File: src/rtl/reg_scoreboard.sv
// rtl/reg_scoreboard.sv - register busy/tag scoreboard for a 4-wide in-order issue stage
module reg_scoreboard #(
  parameter int des       = 4,
  parameter int reg_num   = 16,
  parameter int branch_id = 3
) (
  input  logic                 clk,
  input  logic                 rst,
  input  logic                 in_1_vld,
  input  logic                 in_1_wr,
  input  logic [des-1:0]       in_1_des,
  input  logic [des-1:0]       in_1_s1,
  input  logic [des-1:0]       in_1_s2,
  input  logic [branch_id-1:0] in_1_branch,
  input  logic                 in_2_vld,
  input  logic                 in_2_wr,
  input  logic [des-1:0]       in_2_des,
  input  logic [des-1:0]       in_2_s1,
  input  logic [des-1:0]       in_2_s2,
  input  logic [branch_id-1:0] in_2_branch,
  input  logic                 in_3_vld,
  input  logic                 in_3_wr,
  input  logic [des-1:0]       in_3_des,
  input  logic [des-1:0]       in_3_s1,
  input  logic [des-1:0]       in_3_s2,
  input  logic [branch_id-1:0] in_3_branch,
  input  logic                 in_4_vld,
  input  logic                 in_4_wr,
  input  logic [des-1:0]       in_4_des,
  input  logic [des-1:0]       in_4_s1,
  input  logic [des-1:0]       in_4_s2,
  input  logic [branch_id-1:0] in_4_branch,
  input  logic                 back_1_vld,
  input  logic [des-1:0]       back_1_des,
  input  logic                 back_2_vld,
  input  logic [des-1:0]       back_2_des,
  input  logic                 back_3_vld,
  input  logic [des-1:0]       back_3_des,
  input  logic                 back_4_vld,
  input  logic [des-1:0]       back_4_des,
  input  logic                 kill_vld,
  input  logic [branch_id-1:0] kill_bid,
  output logic                 grant_1,
  output logic                 grant_2,
  output logic                 grant_3,
  output logic                 grant_4,
  output logic                 stall,
  output logic [reg_num-1:0]   busy_vec,
  output logic [4:0]           pend_cnt
);

  logic [reg_num-1:0]   busy, busy_nxt;
  logic [branch_id-1:0] tag [reg_num];
  logic [branch_id-1:0] tag_nxt [reg_num];
  logic [4:0]           pend_nxt;

  logic [3:0]           vld, wr, gnt, bvld;
  logic [des-1:0]       dst [4];
  logic [des-1:0]       src1 [4];
  logic [des-1:0]       src2 [4];
  logic [des-1:0]       bdes [4];
  logic [branch_id-1:0] br [4];

  assign vld  = {in_4_vld, in_3_vld, in_2_vld, in_1_vld};
  assign wr   = {in_4_wr, in_3_wr, in_2_wr, in_1_wr};
  assign bvld = {back_4_vld, back_3_vld, back_2_vld, back_1_vld};
  assign dst[0]  = in_1_des;    assign dst[1]  = in_2_des;
  assign dst[2]  = in_3_des;    assign dst[3]  = in_4_des;
  assign src1[0] = in_1_s1;     assign src1[1] = in_2_s1;
  assign src1[2] = in_3_s1;     assign src1[3] = in_4_s1;
  assign src2[0] = in_1_s2;     assign src2[1] = in_2_s2;
  assign src2[2] = in_3_s2;     assign src2[3] = in_4_s2;
  assign br[0]   = in_1_branch; assign br[1]   = in_2_branch;
  assign br[2]   = in_3_branch; assign br[3]   = in_4_branch;
  assign bdes[0] = back_1_des;  assign bdes[1] = back_2_des;
  assign bdes[2] = back_3_des;  assign bdes[3] = back_4_des;

  function automatic logic busy_at(input logic [reg_num-1:0] bv, input logic [des-1:0] idx);
    return (int'(idx) < reg_num) && (idx != '0) && bv[idx];
  endfunction

  // Registered busy only: a writeback landing this cycle does not bypass into grants.
  always_comb begin
    logic haz;
    logic blk;
    gnt = '0;
    haz = 1'b0;
    blk = 1'b0;
    for (int k = 0; k < 4; k++) begin
      haz = busy_at(busy, src1[k]) | busy_at(busy, src2[k]) | (wr[k] & busy_at(busy, dst[k]));
      blk = 1'b0;
      for (int j = 0; j < k; j++) begin
        if (gnt[j] && wr[j] && dst[j] != '0 &&
            (dst[j] == src1[k] || dst[j] == src2[k] || (wr[k] && dst[j] == dst[k])))
          haz = 1'b1;
        if (vld[j] && !gnt[j])
          blk = 1'b1;
      end
      gnt[k] = vld[k] & ~haz & ~blk & ~kill_vld & ~rst;
    end
  end

  assign grant_1 = gnt[0];
  assign grant_2 = gnt[1];
  assign grant_3 = gnt[2];
  assign grant_4 = gnt[3];
  assign stall   = |(vld & ~gnt);

  // Clears first, then issue sets override them; reset overrides everything.
  always_comb begin
    busy_nxt = busy;
    for (int r = 0; r < reg_num; r++) begin
      tag_nxt[r] = tag[r];
      if (kill_vld && busy[r] && tag[r] == kill_bid)
        busy_nxt[r] = 1'b0;
    end
    for (int k = 0; k < 4; k++) begin
      if (bvld[k] && int'(bdes[k]) < reg_num)
        busy_nxt[bdes[k]] = 1'b0;
    end
    for (int k = 0; k < 4; k++) begin
      if (gnt[k] && wr[k] && dst[k] != '0 && int'(dst[k]) < reg_num) begin
        busy_nxt[dst[k]] = 1'b1;
        tag_nxt[dst[k]]  = br[k];
      end
    end
    busy_nxt[0] = 1'b0;
    if (rst) begin
      busy_nxt = '0;
      for (int r = 0; r < reg_num; r++)
        tag_nxt[r] = '0;
    end
    pend_nxt = 5'($countones(busy_nxt));
  end

  always_ff @(posedge clk) begin
    busy     <= busy_nxt;
    pend_cnt <= pend_nxt;
    for (int r = 0; r < reg_num; r++)
      tag[r] <= tag_nxt[r];
  end

  assign busy_vec = busy;

endmodule

File: config.mk
export PLATFORM = sky130hd
export DESIGN_NAME = reg_scoreboard
export DESIGN_NICKNAME = d
export VERILOG_FILES = /design/src/rtl/reg_scoreboard.sv
export SDC_FILE = /design/constraint.sdc
export NUM_CORES = 1
export LEC_CHECK = 0
export CORE_MARGIN = 3
export CORE_UTILIZATION = 50
export CTS_CLUSTER_DIAMETER = 80
export CTS_CLUSTER_SIZE = 25
export DETAILED_ROUTE_END_ITERATION = 10
export GPL_ROUTABILITY_DRIVEN = 0
export GPL_TIMING_DRIVEN = 0
export PLACE_DENSITY = 0.75
export SETUP_SLACK_MARGIN = 0.15
export SLEW_MARGIN = 20
export SYNTH_ARGS = -nofsm -noshare
export SYNTH_HDL_FRONTEND = slang
export SYNTH_SLANG_ARGS = --single-unit
File: constraint.sdc
create_clock -name clk -period 6.6 [get_ports clk]
set_input_delay 0.99 -clock clk [delete_from_list [all_inputs] [get_ports clk]]
set_output_delay 0.99 -clock clk [all_outputs]
set_load 0.02 [all_outputs]
==> results of run 1 <==
-- worst max-delay path by stage --
stage | startpoint | endpoint | slack [ns] | cells past startpoint
3_3_place_gp | in_1_s2[0] | pend_cnt[1] | -1.34 | 21
4_1_cts | in_1_des[1] | pend_cnt[1] | -0.21 | 22
5_1_grt | in_1_des[1] | pend_cnt[1] | -0.32 | 23
6_report | in_1_des[1] | pend_cnt[1] | -0.17 | 22
3_5_place_dp | in_1_s2[0] | pend_cnt[1] | -1.42 | 21
2_1_floorplan | in_1_des[1] | pend_cnt[1] | -0.15 | 22
-- worst max-delay path: cells and delay by family --
kind	cells	cell delay [ns]
fa+ha+maj	6	2.84
compound gates	5	1.32
simple gates	4	1.01
buf+inv	6	0.55
mux	1	0.28
-- state kept, by name (all words and copies together), names as in the netlist --
signal / cells
busy_vec: 15
tag: 45
pend_cnt: 4
-- cell usage after synthesis, drive strengths merged (30+ instances only) --
master | n | area, um^2
a21oi | 52 | 279
nor3 | 30 | 203
clkbuf | 90 | 338
mux2i | 125 | 1250
xor2 | 34 | 298
buf | 32 | 184
o21ai | 40 | 200
xnor2 | 84 | 736
mux4 | 32 | 721
nand4 | 39 | 244
dfxtp | 64 | 1280
nand2 | 55 | 209
or3 | 31 | 194
-- cells in the final DEF, fill, tap and decap left out, types with 32 or more instances in the layout --
cell type        count
a21oi_1             49
clkbuf_1            74
clkdlybuf4s50_1     75
dfxtp_1             64
mux2i_1            125
mux4_2              32
nand2_1             53
nand4_1             39
o21ai_0             37
xnor2_1             84
xor2_1              34
-- cell type report --
| class | instances | area (um^2) |
|---|---|---|
| multi-input combinational | 850 | 7080 |
| fill | 1426 | 6200 |
| sequential | 64 | 1280 |
| timing repair buffer | 112 | 1040 |
| buffer | 122 | 603 |
| tap | 220 | 275 |
| clock buffer | 9 | 225 |
| clock inverter | 7 | 120 |
| inverter | 29 | 109 |
-- power breakdown --
group          total [uW]  leakage, uW  switching, uW  internal, uW
registers             390     0.000515           1.68           388
logic                 361      0.00337            215           145
clock network         553     0.000166            184           369
-- metrics by stage --
stage | instances | setup slack [ns]
detailed placement | 1373 | -1.42
global placement | 1373 | -1.34
global route | 1413 | -0.315
CTS | 1410 | -0.206
floorplan | 1065 | -0.149
finish | 1413 | -0.167
-- metal layers --
layer	GRT usage [%]	up-vias	part of all wire [%]
met1	45.1	4479	37
met3	7.55	151	12
met4	19.6	2	6.6
met2	53.0	690	44
li1	-	4190	-
met5	0	-	0.038
-- cells by family after synthesis --
group	share of synthesized area [%]
multiplexers	25.6
AO/OA/AOI/OAI	17.5
adder cells (fa/ha/maj)	2.55
AND/OR/NAND/NOR	20.9
flip-flops	14.5
buffers and inverters	7.15
XOR/XNOR	11.7
other	0.0425
-- timing repair --
item | in CTS | in global routing
resized for setup | 63 | 39
cloned | 1 | 0
buffers inserted | 20 | 3
hold endpoints to repair | 0 | 0
pin swaps | 20 | 17
setup endpoints to repair | 4 | 4
==> run_results.csv, run 1 <==
group,metric,value,unit
floorplan,fp.coreArea,0.0169,mm^2
critical_path,cp-start-kind,"input port",
power,ir_drop,0.124,mV
floorplan,ios,120,
floorplan,die_h,139,um
power,power,1300,uW
floorplan,fp-row-count,47,
synthesis,syn_inst,1064,
global_route,grt_pass1_wl,53.0,mm
finish,antenna_cells,0,
finish,fin_util,63.4,%
timing,finalCritPeriodShare,103,%
finish,layout-drive-gt1-share,16.9,%
critical_path,rrSetupSlack,-0.08,ns
finish,fin_area,0.0107,mm^2
worst_hold_path,holdPathStages,4,
global_route,grt_max_degree,13,
detailed_routing,via_per_inst,6.73,
power,power.density,121,mW/mm^2
timing,layout_setup_ws,-0.167,ns
floorplan,die-width,139,um
critical_path,r2r_end,"pend_cnt[1]",
global_route,first_global_vias,9139,
global_route,grt_overflow,0,
critical_path,cp_common_cell,"fa_1",
detailed_routing,drt-initial-drc-count,1444,
synthesis,ys_types,79,
power,p_leak,0.00405,uW
cts,cts_hold_buf,0,
critical_path,r2r_start,"busy_vec[6]",
critical_path,path_cells,"buf_8 > mux2_4 > a221o_1 > a2111oi_4 > or2_1 > buf_6 > and3_4 > nor3_4 > a21oi_4 > o211ai_4 > buf_6 > or4_4 > a21o_1 > fa_1 > fa_1 > fa_1 > inv_1 > fa_1 > inv_1 > fa_2 > fa_2 > inv_2",
cts,cts_tree,"built",
critical_path,slowest_delay,0.54,ns
worst_hold_path,hp-class,"flop to flop",
timing,fin_worst_skew,0.00598,ns
synthesis,ys_ff_latch,64,
cts,root_buffer,"clkbuf_16",
critical_path,cp_slowest_cell,"fa_1",
detailed_routing,drc,0,
finish,final_nets,1294,
cts,htreeDepth,3,
global_route,antenna_found_initial,1,
synthesis,syn_area,0.00882,mm^2
detailed_routing,ant_nets,0,
floorplan,initial_core_util,52.1,%
placed_design,port_buffers,88,
placed_design,hpwlAfterDp,26.0,mm
job,drv_cap,0,
timing,worst_pin_slew,1.10,ns
synthesis,synth_edf_count,0,
worst_hold_path,min_from,"tag[1][21]",
worst_hold_path,hold_path_end,"tag[1][21]",
run_status,violations,"negative setup slack",
floorplan,die_area,0.0193,mm^2
synthesis,avgSynthCellArea,8.29,um^2
timing,finalSetupTns,-0.251,ns
timing,layout_min_cycle_time,6.77,ns
placed_design,post_dp_cell_area,0.0100,mm^2
detailed_routing,wl_per_cell,24.4,um
detailed_routing,firstDrtPassIters,5,
cts,numCtsBuffers,9,
critical_path,worst_ep_required_time,6.84,ns
critical_path,end_kind,"flop",
timing,setup_viol,2,
synthesis,async_reset_ff_share,0,%
critical_path,arrival,7.01,ns
detailed_routing,totalWireLength,34.5,mm
critical_path,crit_path_max_fanout,5,
synthesis,seq_area_frac_synth,14.5,%
cts,cts_buffer_depth,2,
synthesis,synth_flop_cell,"dfxtp_1",
cts,cts.sinks,64,
cts,worstSkewPairLatency,0.34,ns
run_status,status,"finished with violations",
timing,final_hold_viol_count,0,
timing,slew_viol_final,0,
cts,clkTransAtPathRegs,0.06,ns
critical_path,rr_worst_depth,22,
timing,clock.fmax,148,MHz
timing,hold_slack,0.768,ns
synthesis,ys_warn_count,0,
timing,rsz0062_at_grt,"yes",
global_route,track_usage,34.6,%
critical_path,path_class,"input port to flop",
timing,slew_headroom,26.0,%
finish,area_growth,21.7,%
detailed_routing,via_count,9512,
Power figures use the tool's default switching activity.
==> run 2: changes to the inputs <==
--- a/config.mk
+++ b/config.mk
@@ -14,7 +14,6 @@
 export GPL_TIMING_DRIVEN = 0
 export PLACE_DENSITY = 0.75
 export SETUP_SLACK_MARGIN = 0.15
-export SLEW_MARGIN = 20
 export SYNTH_ARGS = -nofsm -noshare
 export SYNTH_HDL_FRONTEND = slang
 export SYNTH_SLANG_ARGS = --single-unit
==> run 2 against run 1 <==
Net effect:
- the flow still finishes with violations (negative setup slack)
- combinational power about the same
- fmax is 1.8% lower
- die area unchanged
- clock skew increased by 0.0017 ns
- critical path type unchanged
- largest power group unchanged
- highest routed layer is now met4
==> run_results.csv, run 2 (synthesis gave the netlist of run 1 again) <==
group,metric,value,unit
cts,root_buffer,"clkbuf_16",
run_status,status,"finished with violations",
critical_path,path_class,"input port to flop",
detailed_routing,drc,0,
critical_path,end_kind,"flop",
run_status,violations,"negative setup slack",
global_route,antenna_found_initial,0,
detailed_routing,wl_per_cell,24.4,um
job,drv_cap,0,
placed_design,pre_cts_slack,-1.41,ns
timing,final_hold_viol_count,0,
cts,cts_hold_buf,0,
power,power.density,122,mW/mm^2
finish,final_nets,1295,
cts,cts_tree,"built",
floorplan,initial_core_util,52.1,%
critical_path,worst_ep_required_time,6.84,ns
global_route,track_usage,34.4,%
detailed_routing,via_count,9585,
finish,final_common_cell,"mux2i_1",
critical_path,crit_end,"pend_cnt[1]",
timing,slew_viol_final,0,
timing,layout_setup_ws,-0.289,ns
floorplan,ios,120,
detailed_routing,ant_nets,0,
power,ir_drop,0.123,mV
power,power,1300,uW
global_route,grt_max_degree,13,
timing,rsz0062_at_grt,"yes",
placed_design,post_dp_cell_area,0.0100,mm^2
critical_path,r2r_end,"pend_cnt[1]",
timing,setup_viol,2,
cts,cts_buffer_depth,2,
cts,htreeDepth,3,
timing,layout_min_cycle_time,6.89,ns
finish,layout_common_cells,"mux2i_1 (125), xnor2_1 (84), clkdlybuf4s50_1 (75)",
cts,worstSkewPairLatency,0.34,ns
cts,numCtsBuffers,9,
timing,worst_pin_slew,1.36,ns
finish,layout-drive-gt1-share,16.8,%
detailed_routing,drt-initial-drc-count,1424,
critical_path,cp-startpoint,"in_1_des[1]",
placed_design,hpwlAfterDp,26.0,mm
floorplan,die_area,0.0193,mm^2
detailed_routing,totalWireLength,34.5,mm
finish,largest-register,"tag",
placed_design,port_buffers,88,
finish,largest_reg_flops,45,
critical_path,crit_path_max_fanout,5,
cts,clkTransAtPathRegs,0.06,ns
timing,fin_worst_skew,0.00765,ns
critical_path,arrival,7.13,ns
detailed_routing,firstDrtPassIters,8,
floorplan,fp.coreArea,0.0169,mm^2
detailed_routing,via_per_inst,6.78,
finish,antenna_cells,0,
timing,finalSetupTns,-0.496,ns
cts,cts.sinks,64,
floorplan,fp-row-count,47,
finish,fin_area,0.0107,mm^2
timing,finalCritPeriodShare,104,%
timing,clock.fmax,145,MHz
floorplan,die-width,139,um
floorplan,die_h,139,um
timing,slew_headroom,8.24,%
global_route,grt_pass1_wl,52.6,mm
critical_path,cp-start-kind,"input port",
global_route,first_global_vias,9094,
finish,area_growth,21.6,%
global_route,grt_overflow,0,
critical_path,rrSetupSlack,-0.18,ns
critical_path,rr_worst_depth,22,
power,p_leak,0.00407,uW
critical_path,r2r_start,"busy_vec[7]",
worst_hold_path,hp-class,"flop to flop",
[run 2: cell count changes in the layout (fill, tap and decap cells not counted), moves of 2 or more]
cell and change:
clkbuf_2 +2, buf_2 -2, nor4_1 +2, nor4_2 -2
[run 2: worst min path at each step]
stage / slack, ns / from / endpoint / cells past startpoint
4_1_cts: 0.76 / tag[1][4] / tag[1][4] / 4
3_3_place_gp: 0.74 / tag[1][17] / tag[1][17] / 4
3_5_place_dp: 0.76 / tag[1][4] / tag[1][4] / 4
2_1_floorplan: 0.71 / tag[1][23] / tag[1][23] / 4
5_1_grt: 0.82 / tag[0][18] / tag[0][18] / 4
6_report: 0.77 / tag[1][4] / tag[1][4] / 4
[run 2: critical path, cell delays in order]
cell	delay (ns)
buf_8	0.10
mux2_4	0.28
a221o_1	0.37
a2111oi_4	0.35
or2_1	0.22
buf_6	0.15
and3_4	0.22
nor3_4	0.06
a21oi_4	0.27
o211ai_4	0.14
buf_6	0.18
nor4_4	0.41
o31a_1	0.41
fa_1	0.47
inv_1	0.07
fa_1	0.43
fa_1	0.50
inv_1	0.05
fa_1	0.49
inv_2	0.04
fa_2	0.36
fa_2	0.53
inv_2	0.03
[run 2: stage by stage]
step                hold slack (ns)  utilization [%]  std cells
finish                        0.771             63.3       1414
global route                  0.823             63.3       1414
detailed placement            0.755             59.1       1373
global placement              0.745             59.1       1373
floorplan                     0.714                -       1065
CTS                           0.762             62.8       1408
[run 2: final cells by class]
| class | instances | area, um^2 |
|---|---|---|
| Buffer | 122 | 608 |
| Clock inverter | 7 | 120 |
| Multi-Input combinational cell | 850 | 7070 |
| Inverter | 29 | 109 |
| Timing Repair Buffer | 113 | 1040 |
| Fill cell | 1447 | 6210 |
| Sequential cell | 64 | 1280 |
| Clock buffer | 9 | 225 |
| Tap cell | 220 | 275 |
[run 2: what timing repair did]
action                     CTS  global route
buffers inserted            18             5
gates resized for setup     55            53
cloned                       1             0
pin swaps                   18            25
setup endpoints to repair    4             4
[run 2: report_power, final]
part           internal, uW  total [uW]  switching [uW]
sequential              388         390            1.68
clock                   369         550             181
combinational           147         363             216
[run 2: metal layers]
layer / vias up / GRT usage (%) / share of wire [%]
met1: 4481 / 43.6 / 37
met5: - / 0 / 0
met2: 742 / 53.3 / 44
met4: 0 / 20.5 / 7.0
met3: 166 / 8.07 / 12
li1: 4196 / - / -
==> run 3: changes to the inputs <==
--- a/config.mk
+++ b/config.mk
@@ -6,13 +6,13 @@
 export NUM_CORES = 1
 export LEC_CHECK = 0
 export CORE_MARGIN = 3
-export CORE_UTILIZATION = 50
+export CORE_UTILIZATION = 45
 export CTS_CLUSTER_DIAMETER = 80
 export CTS_CLUSTER_SIZE = 25
 export DETAILED_ROUTE_END_ITERATION = 10
 export GPL_ROUTABILITY_DRIVEN = 0
 export GPL_TIMING_DRIVEN = 0
-export PLACE_DENSITY = 0.75
+export PLACE_DENSITY = 0.68
 export SETUP_SLACK_MARGIN = 0.15
 export SYNTH_ARGS = -nofsm -noshare
 export SYNTH_HDL_FRONTEND = slang
==> run 3 against run 2 <==
Net effect:
- the run still ends with negative setup slack left
- clock skew hardly changed
- routed wire length is 3.1% higher
- sequential share of layout area is 0.15 points lower
- critical path depth is 1 lower
- sequential cell count stayed put
- critical path type unchanged
==> run_results.csv, run 3 (synthesis gave the netlist of run 1 again) <==
group,metric,value,unit
placed_design,hpwlAfterDp,26.6,mm
cts,htreeDepth,3,
cts,cts.sinks,64,
finish,final_common_cell,"mux2i_1",
timing,layout_min_cycle_time,6.77,ns
global_route,antenna_found_initial,1,
worst_hold_path,hp-class,"flop to flop",
timing,fin_worst_skew,0.00809,ns
critical_path,crit_end,"pend_cnt[1]",
detailed_routing,via_per_inst,6.49,
job,drv_cap,0,
critical_path,crit_path_max_fanout,5,
critical_path,path_class,"input port to flop",
global_route,gr-usage-met2,51.3,%
run_status,violations,"negative setup slack",
cts,cts_buffer_depth,2,
timing,finalSetupTns,-0.258,ns
critical_path,cp-startpoint,"in_1_des[1]",
timing,setup_viol,2,
floorplan,fp.coreArea,0.0190,mm^2
critical_path,rrSetupSlack,-0.15,ns
cts,worstSkewPairLatency,0.34,ns
critical_path,r2r_start,"busy_vec[6]",
placed_design,dp_cells,1413,
floorplan,die_area,0.0213,mm^2
detailed_routing,drt-initial-drc-count,1214,
critical_path,rr_worst_depth,21,
floorplan,die-width,146,um
power,power_switching,404,uW
finish,largest-register,"tag",
global_route,grt_pass1_wl,53.8,mm
critical_path,worst_ep_required_time,6.83,ns
detailed_routing,ant_nets,0,
critical_path,r2r_end,"pend_cnt[1]",
critical_path,end_kind,"flop",
power,intPower,906,uW
detailed_routing,drc,0,
finish,layoutNonFillerInstCount,1460,
floorplan,fp-row-count,50,
timing,rsz0062_at_grt,"yes",
power,seqPwrFrac,29.8,%
floorplan,die_h,146,um
power,swShare,30.8,%
cts,clkTransAtPathRegs,0.06,ns
global_route,grt_overflow,0,
cts,cts_tree,"built",
run_status,status,"finished with violations",
timing,layout_setup_ws,-0.168,ns
detailed_routing,totalWireLength,35.6,mm
detailed_routing,wl_per_cell,24.4,um
power,power.share.clock,42.2,%
power,combPwrFrac,28.1,%
placed_design,port_buffers,88,
power,power.density,121,mW/mm^2
global_route,grt_max_degree,13,
timing,worst_pin_slew,1.21,ns
timing,finalCritPeriodShare,103,%
floorplan,ios,120,
power,p_leak,0.00409,uW
detailed_routing,firstDrtPassIters,5,
global_route,first_global_vias,9208,
timing,slew_viol_final,0,
timing,final_hold_viol_count,0,
finish,largest_reg_flops,45,
cts,root_buffer,"clkbuf_16",
finish,layout-drive-gt1-share,17.8,%
finish,layout_common_cells,"mux2i_1 (125), xnor2_1 (84), clkbuf_1 (76)",
global_route,busiest_layer,"met2",
placed_design,pre_cts_slack,-1.39,ns
power,ir_drop,0.0953,mV
finish,final_nets,1301,
timing,slew_headroom,18.8,%
finish,area_growth,23.2,%
critical_path,cp-start-kind,"input port",
global_route,grt_util_met1,40.3,%
floorplan,initial_core_util,46.5,%
global_route,track_usage,32.1,%
global_route,met3_usage,7.04,%
detailed_routing,via_count,9478,
cts,numCtsBuffers,9,
finish,antenna_cells,0,
timing,clock.fmax,148,MHz
timing,hold_slack,0.775,ns
critical_path,arrival,7.00,ns
-- run 3: cell count changes in the layout (fill, tap and decap cells not counted), moves of 2 or more --
cell / change
dlymetal6s2s_1: -2
clkbuf_1: +2
buf_12: +2
buf_4: +4
buf_2: +2
clkbuf_4: -4
-- run 3: layout make-up --
| class | instances | area, um^2 |
|---|---|---|
| inverter | 29 | 109 |
| sequential | 64 | 1280 |
| multi-input combinational | 850 | 7080 |
| clock inverter | 7 | 120 |
| fill | 1758 | 8100 |
| buffer | 122 | 607 |
| tap | 260 | 325 |
| timing repair buffer | 119 | 1110 |
| clock buffer | 9 | 225 |
-- run 3: power by group through the flow --
stage	logic [uW]	registers, uW	clock network [uW]
final	368	390	553
after CTS	352	390	555
after global routing	387	390	573
after floorplan	204	399	0
after global placement	328	398	0
after detailed placement	333	398	0
-- run 3: critical path, stage by stage --
cell	delay (ns)
buf_8	0.10
mux2_4	0.29
a221o_1	0.38
a2111oi_4	0.35
or2_1	0.19
buf_6	0.13
nand3_4	0.09
a31oi_4	0.25
o211a_4	0.25
o211ai_4	0.10
buf_6	0.17
or4_4	0.52
a21o_1	0.20
fa_1	0.57
fa_1	0.44
fa_1	0.50
inv_1	0.05
fa_1	0.48
inv_1	0.05
fa_2	0.34
fa_2	0.53
inv_2	0.03
-- run 3: layer usage --
metal  wire (um)  vias up  share of wire, %
li1            -     4213                 -
met5           9        -             0.025
met4        2110        2               5.9
met2       16000      688                45
met1       13300     4428                37
met3        4190      147                12
-- run 3: repair_timing --
action,in CTS,in global routing
pin swaps,25,19
setup endpoints to repair,4,4
gates cloned,2,0
hold buffers,0,0
buffers inserted,23,6
resized for setup,75,29
-- run 3: worst min-delay path by stage --
| stage | start | endpoint | slack [ns] | cells after the start |
|---|---|---|---|---|
| 6_report | tag[0][5] | tag[0][5] | 0.77 | 4 |
| 5_1_grt | tag[1][21] | tag[1][21] | 0.81 | 4 |
| 4_1_cts | tag[0][5] | tag[0][5] | 0.77 | 4 |
| 3_5_place_dp | tag[0][5] | tag[0][5] | 0.77 | 4 |
| 3_3_place_gp | tag[1][22] | tag[1][22] | 0.76 | 4 |
| 2_1_floorplan | tag[1][23] | tag[1][23] | 0.71 | 4 |
-- run 3: per-stage QoR --
stage | total power [uW] | util (%) | cell area [um^2]
3_5_place_dp | 731 | 53.0 | 10100
5_1_grt | 1350 | 57.3 | 10900
2_1_floorplan | 603 | - | 8850
3_3_place_gp | 727 | 53.0 | 10100
4_1_cts | 1300 | 56.8 | 10800
6_report | 1310 | 57.3 | 10900
